[config.mk]
export PLATFORM = sky130hd
export DESIGN_NAME = block_sync_rx
export DESIGN_NICKNAME = d
export VERILOG_FILES = /design/src/rtl/block_sync_rx.sv
export SDC_FILE = /design/constraint.sdc
export NUM_CORES = 1
export LEC_CHECK = 0
export ABC_AREA = 1
export BUFFER_PORTS_ARGS = -buffer_cell sky130_fd_sc_hd__buf_2
export CAP_MARGIN = 20
export CORE_MARGIN = 5
export CORE_UTILIZATION = 57
export CTS_BUF_LIST = sky130_fd_sc_hd__clkbuf_8
export DETAILED_ROUTE_END_ITERATION = 10
export HOLD_SLACK_MARGIN = 0.12
export MAX_ROUTING_LAYER = met4
export PLACE_DENSITY = 0.77
export SYNTH_ARGS = -nofsm -noshare
export SYNTH_HDL_FRONTEND = slang
export SYNTH_SLANG_ARGS = --single-unit
[constraint.sdc]
create_clock -name clk -period 2.2 [get_ports clk]
set_clock_uncertainty 0.15 [all_clocks]
set_input_delay 0.33 -clock clk [delete_from_list [all_inputs] [get_ports clk]]
set_output_delay 0.33 -clock clk [all_outputs]
set_load 0.05 [all_outputs]
[src/rtl/block_sync_rx.sv]
`default_nettype none
// ============================================================================
// Module      : block_sync_rx
// Description : 64b/66b receive block-lock controller. It checks the 2-bit
//               sync header of each valid block from the rx gearbox and
//               decides whether block lock is held. While unlocked, or after
//               lock is lost, it pulses a one-bit slip request to the gearbox.
//               The descrambler/decoder receives a qualified lock flag.
// Ports       : clk            - clock
//               reset          - synchronous, active-high reset
//               lock_v_i       - PMA/CDR lock; low forces reacquisition
//               valid_i        - gearbox block valid this cycle
//               head_i         - sync header of the current block
//               slip_v_o       - one-cycle slip request to the gearbox
//               block_lock_o   - block lock established
//               sh_invld_cnt_o - invalid headers in the current window (debug)
// Revision    : 1.0 - initial release
// ============================================================================
module block_sync_rx #(
    parameter int HEAD_W     = 2,
    parameter int SH_CNT_MAX = 64,
    parameter int INVLD_MAX  = 16,
    parameter int SLIP_BLANK = 2
) (
    input  logic              clk,
    input  logic              reset,
    input  logic              lock_v_i,
    input  logic              valid_i,
    input  logic [HEAD_W-1:0] head_i,
    output logic              slip_v_o,
    output logic              block_lock_o,
    output logic [4:0]        sh_invld_cnt_o
);

    localparam int               c_SH_W    = $clog2(SH_CNT_MAX) + 1;
    localparam logic [c_SH_W-1:0] c_SH_MAX  = c_SH_W'(SH_CNT_MAX);
    localparam logic [4:0]        c_INV_MAX = 5'(INVLD_MAX);
    localparam logic [2:0]        c_BLANK   = 3'(SLIP_BLANK);

    typedef enum logic [1:0] {
        S_INIT  = 2'd0,
        S_TEST  = 2'd1,
        S_SLIP  = 2'd2,
        S_BLANK = 2'd3
    } state_t;

    state_t              r_state,      w_state_nxt;
    logic [c_SH_W-1:0]   r_sh_cnt,     w_sh_cnt_nxt;
    logic [4:0]          r_invld_cnt,  w_invld_cnt_nxt;
    logic [2:0]          r_blank_cnt,  w_blank_cnt_nxt;
    logic                r_block_lock, w_block_lock_nxt;

    logic                w_sh_valid;
    logic [c_SH_W-1:0]   w_sh_cnt_inc;
    logic [4:0]          w_invld_inc;

    assign w_sh_valid   = head_i[1] ^ head_i[0];
    assign w_sh_cnt_inc = r_sh_cnt + 1'b1;
    // Invalid count saturates at the threshold so it can never wrap.
    assign w_invld_inc  = (!w_sh_valid && (r_invld_cnt != c_INV_MAX))
                          ? r_invld_cnt + 5'd1 : r_invld_cnt;

    always_comb begin
        w_state_nxt      = r_state;
        w_sh_cnt_nxt     = r_sh_cnt;
        w_invld_cnt_nxt  = r_invld_cnt;
        w_blank_cnt_nxt  = r_blank_cnt;
        w_block_lock_nxt = r_block_lock;

        case (r_state)
            S_INIT: begin
                w_sh_cnt_nxt    = '0;
                w_invld_cnt_nxt = '0;
                w_blank_cnt_nxt = '0;
                w_state_nxt     = S_TEST;
            end

            S_TEST: begin
                if (valid_i) begin
                    w_sh_cnt_nxt    = w_sh_cnt_inc;
                    w_invld_cnt_nxt = w_invld_inc;
                    if (!r_block_lock) begin
                        // While hunting, a single bad header moves alignment.
                        if (!w_sh_valid) begin
                            w_state_nxt = S_SLIP;
                        end else if (w_sh_cnt_inc == c_SH_MAX) begin
                            w_block_lock_nxt = 1'b1;
                            w_sh_cnt_nxt     = '0;
                            w_invld_cnt_nxt  = '0;
                        end
                    end else begin
                        // Threshold is tested before window end so a
                        // coincident 16th bad header still drops lock.
                        if (w_invld_inc >= c_INV_MAX) begin
                            w_block_lock_nxt = 1'b0;
                            w_state_nxt      = S_SLIP;
                        end else if (w_sh_cnt_inc == c_SH_MAX) begin
                            w_sh_cnt_nxt    = '0;
                            w_invld_cnt_nxt = '0;
                        end
                    end
                end
            end

            S_SLIP: begin
                w_sh_cnt_nxt    = '0;
                w_invld_cnt_nxt = '0;
                w_blank_cnt_nxt = c_BLANK;
                w_state_nxt     = (c_BLANK == 3'd0) ? S_TEST : S_BLANK;
            end

            S_BLANK: begin
                // Headers are ignored while the gearbox settles.
                if (r_blank_cnt == 3'd0) begin
                    w_state_nxt = S_TEST;
                end else if (valid_i) begin
                    w_blank_cnt_nxt = r_blank_cnt - 3'd1;
                    if (r_blank_cnt == 3'd1) begin
                        w_state_nxt = S_TEST;
                    end
                end
            end

            default: begin
                w_state_nxt = S_INIT;
            end
        endcase

        // Loss of PMA lock overrides every transition, including a slip.
        if (!lock_v_i) begin
            w_state_nxt      = S_INIT;
            w_sh_cnt_nxt     = '0;
            w_invld_cnt_nxt  = '0;
            w_blank_cnt_nxt  = '0;
            w_block_lock_nxt = 1'b0;
        end
    end

    always_ff @(posedge clk) begin
        if (reset) begin
            r_state      <= S_INIT;
            r_sh_cnt     <= '0;
            r_invld_cnt  <= '0;
            r_blank_cnt  <= '0;
            r_block_lock <= 1'b0;
        end else begin
            r_state      <= w_state_nxt;
            r_sh_cnt     <= w_sh_cnt_nxt;
            r_invld_cnt  <= w_invld_cnt_nxt;
            r_blank_cnt  <= w_blank_cnt_nxt;
            r_block_lock <= w_block_lock_nxt;
        end
    end

    // Lock is always cleared on entry to SLIP, so slip and lock never overlap.
    assign slip_v_o       = (r_state == S_SLIP);
    assign block_lock_o   = r_block_lock;
    assign sh_invld_cnt_o = (r_state == S_TEST) ? r_invld_cnt : 5'd0;

endmodule
`default_nettype wire

# == Yosys cells after proc, flatten, opt, wreduce, memory -nomap -nowiden ==
# Index checks and enable logic that the tools add are counted.
# totals
regBits,18
out_inout_bits,7
input_bits,6
# op_classes
n_eq_ne,13
addsub,3
reduce_logical,12
mux,29
n_bitwise,2
magnitude_cmp,1
# ops
op,count
$mux 5,7
$mux 7,5
$mux 2,7
$pmux 7 s2,1
$ne 3x3->1 const B,4
$pmux 5 s2,1
$pmux 3 s3,1
$pmux 2 s4,1
$add 7x1->7 const B,1
$eq 7x7->1 const B,1
$mux 3,2
$ne 2x2->1 const B,3
$add 5x1->5 const B,1
$ge 5x5->1 const B,1
$ne 5x5->1 const B,1
$reduce_and 5->1,1
$eq 2x2->1 const B,2
$mux 1,4
$reduce_and 2->1,2
$reduce_or 2->1,2
$eq 3x1->1 const B,1
$logic_not 3->1,1
$reduce_and 3->1,1
$reduce_bool 3->1,1
8 further kinds,8

# == Longest topological paths before layout ==
# logic_depth
word_depth,9
mapped_depth,12
mapped_depth_nobuf,12

# == Worst setup path before layout ==
# OpenSTA, ideal clock, no wires.
# synth_path
kind,reg-to-reg
start,reg r_state[0]
end,reg r_invld_cnt[1]
stages_incl_launch_ff,10
synth_period_minus_slack_ps,1980
path_slack_ps,220
setup_time_ps,70
arrival_time_ps,1760
path_buffers,0
path_cell_list,dfxtp_1 > inv_1 > ha_1 > nor2_1 > inv_1 > nor2_4 > inv_2 > nor3_1 > nand3_1 > a21oi_1
# synth_via
elab_chain_len,4
# synth_rtl
element,line,rtl
from (decl),47,"state_t r_state, w_state_nxt;"
from (signal assigned),147,r_state <= w_state_nxt;
$eq 2x2->1 (*),--,
via slip_v_o,30,"output logic slip_v_o,"
$reduce_or 2->1 (no line) (*),--,
$reduce_bool 2->1 (no line),--,
$reduce_and 2->1 (no line),--,
to (signal assigned),149,r_invld_cnt <= w_invld_cnt_nxt;
to (decl),49,"logic [4:0] r_invld_cnt, w_invld_cnt_nxt;"
# Mark *: on every way through the listed nets, which the timed path passes. The rest lies on a longest branch.
# A chain may end at the register's enable or synchronous reset.

# == Worst setup path after layout ==
# layout_path
start,reg r_state[0]
end,reg r_invld_cnt[1]
# layout_via
elab_chain_len,4
# layout_rtl
element,line,rtl
$eq 2x2->1 or $logic_not 2->1 (tied branches),70,case (r_state)
$reduce_or 2->1 (no line),--,
$reduce_bool 2->1 (no line),--,
$reduce_and 2->1 (no line),--,
# Parallel ways exist; a longest one is shown, timed or not.

==> flow_summary.toml <==
[sta]
post-route-period-util_pct = 88.7
fin_setup_tns_ns = 0
slew_headroom_pct = 69.0
rsz0062_at_grt = "no"
slew_violations = 0
setup_viol = 0
timing.fmax_mhz = 513
worst_pin_slew_ns = 0.461
min_period_ns = 1.95
finalHoldViolCount = 0

[final_layout]
fillers = 192
num-nets-final = 238
regArea_um2 = 360
layout-drive-gt1-share_pct = 15.1
area_growth_pct = 9.92
fin_cells = 246
antenna_cells = 0
multi_input_area_um2 = 816

[setup_path]
timing.rr.start = "r_state[0]"
critical_path_class = "flip-flop to flip-flop"
cp.arrival_ns = 1.98
r2r-end = "r_invld_cnt[1]"
critPathMaxFanout = 8
cp-end-kind = "flip-flop"
cp_slowest_cell = "dfxtp_1"
critPathLaunchType = "flip-flop"
crit_required_ns = 2.23
path_cells = "inv_1 -> ha_1 -> nor2_1 -> inv_1 -> nor2_4 -> inv_2 -> nor3_1 -> nand3_1 -> a21oi_1"
r2r_setup_slack_ns = 0.25
critPathMostFrequentCell = "inv_1"
r2r.worst_path.cells = 9
path_buf_inv = 3
cp_top_family = "simple AND/OR/NAND/NOR gates"
crit_path_max_incr_delay_ns = 0.41

[pwr]
powerDensity_mw_per_mm2 = 446
finalPower_mw = 0.656
p_leak_nw = 0.681
peakVddDrop_v = 0.000315

[synthesis]
ys_warn_count = 0
synth_cells = 204
synth_area_mm2 = 0.00134
yosysUniqueCellTypes = 23
synth.net_count = 222
syn_avg_cell_area_um2 = 6.56
seq_area_frac_synth_pct = 26.9
ys_seq_elements = 18

[placement]
placed_cells = 243
gp_congestion = 0.908
io_buffers = 12
dp_hpwl_um = 2300

[floorplan]
core_area_mm2 = 0.00223
die_h_um = 58.4
die-area_mm2 = 0.00342
start_util_pct = 59.9
rows = 17
fp.dieW_um = 58.4
io_pins = 13

[grt]
grt_pass1_wl_um = 5010
grt_pass1_vias = 1238
grt_antenna_before_repair = 0
gr-total-overflow = 0
grt_usage_pct = 19.0
grt_max_degree = 13

[detailed_routing]
drtIter0Drc = 40
via_per_inst = 5.28
drt_pre_antenna_iters = 4
routedWlPerCell_um = 11.9
wl_um = 2930
drcViolationCount = 0
ant_nets = 0
dr_total_vias = 1300

[status]
status = "complete, no violations"

[cts]
cts_resized = 0
cts_max_level = 1
clockBufferDepth = 2
clk_latency_ns = 0.25
hold_buffers = 0
postCtsSetupRepairBufs = 0
numCtsBuffers = 3
clock-root-buffer = "clkbuf_8"
cts_sinks = 18
cts_tree = "built"
clk_pin_slew_ns = 0.06

[hold_path]
hold_class = "primary input to flip-flop"
hold_end = "r_blank_cnt[0]"
min_from = "valid_i"
whs_path_depth = 3

[run]
maxCapViolCount = 0
## registers in the layout, summed over array words and instances (netlist names)
register / cells
r_sh_cnt: 7
r_state: 2
r_invld_cnt: 5
block_lock_o: 1
r_blank_cnt: 3
## cells in the mapped netlist (all sizes together)
library cell	number	area [um^2]
a211oi	2	15.0
a21boi	1	7.51
a21oi	20	100
a31oi	1	12.5
buf	2	15.0
clkbuf	1	3.75
dfxtp	18	360
ha	12	150
inv	38	143
nand2	55	219
nand3	24	155
nand4	1	6.26
nor2	19	98.8
nor3	1	5.00
o21ai	8	40.0
or2	1	6.26
## how the worst max path moves through the flow
| stage | from | endpoint | slack, ns | cells past startpoint |
|---|---|---|---|---|
| floorplan | r_state[0] | r_invld_cnt[1] | 0.22 | 9 |
| global placement | r_state[0] | r_invld_cnt[1] | 0.38 | 9 |
| detailed placement | r_state[0] | r_invld_cnt[1] | 0.26 | 9 |
| CTS | r_state[0] | r_invld_cnt[1] | 0.24 | 9 |
| global route | r_state[0] | r_invld_cnt[0] | 0.03 | 9 |
| finish | r_state[0] | r_invld_cnt[1] | 0.25 | 9 |
## tightest hold or removal path, stage by stage
cell and delay (ns):
buf_2 0.12, nand3_1 0.09, a211oi_1 0.07
## placed cells by master, fill, tap and decap left out
master and instances:
a211oi_1 2, nor3_1 1, ha_1 12, nand3_2 2
clkbuf_8 3, nor2_4 3, inv_2 1, nand2_2 5
o21ai_1 1, nand3_1 20, nand4_1 1, or2_1 1
a21oi_1 20, a31oi_2 1, nor2_1 14, a21boi_0 1
buf_4 2, o21ai_0 7, buf_2 12, dfxtp_1 18
inv_1 37, nand3_4 2, nand2_1 50, nor2_2 2
## where the power goes
part           switching, mW  internal (mW)  total [mW]  leakage [nW]
sequential           0.00466          0.331       0.336         0.145
combinational         0.0689         0.0314       0.100         0.514
clock                 0.0988          0.121       0.220        0.0216
## metal layers
metal	global-route usage (%)	share of wire, %
met3	3.07	3.5
met1	21.1	43
met2	33.7	51
met4	7.28	2.3
met5	-	0
## per-stage QoR
step                      cell area [um^2]  hold slack [ns]  util (%)  setup slack (ns)
after CTS                             1470            0.263      65.8             0.240
after floorplan                       1340            0.307         -             0.220
final                                 1470            0.266      65.8             0.249
after global placement                1430            0.327      64.0             0.379
after detailed placement              1430            0.339      64.0             0.265
after global routing                  1470            0.277      65.8            0.0293
## area by class of cell
type / count / area share, %
Multi-Input combinational cell: 145 / 55.5
Tap cell: 28 / 2.38
Clock buffer: 3 / 2.81
Timing Repair Buffer: 14 / 5.11
Inverter: 38 / 9.70
Sequential cell: 18 / 24.5
## kinds of logic (layout without fill, tap and decap cells)
group / Yosys count / count (layout) / share of synthesized area, %
DFF: 18 / 18 / 26.9
AOI/OAI and AO/OA: 32 / 32 / 13.1
adders and majority gates: 12 / 12 / 11.2
and+or+nand+nor: 101 / 101 / 36.7
buffers and inverters: 41 / 55 / 12.1
No activity file was read; power rests on OpenSTA's default activity.
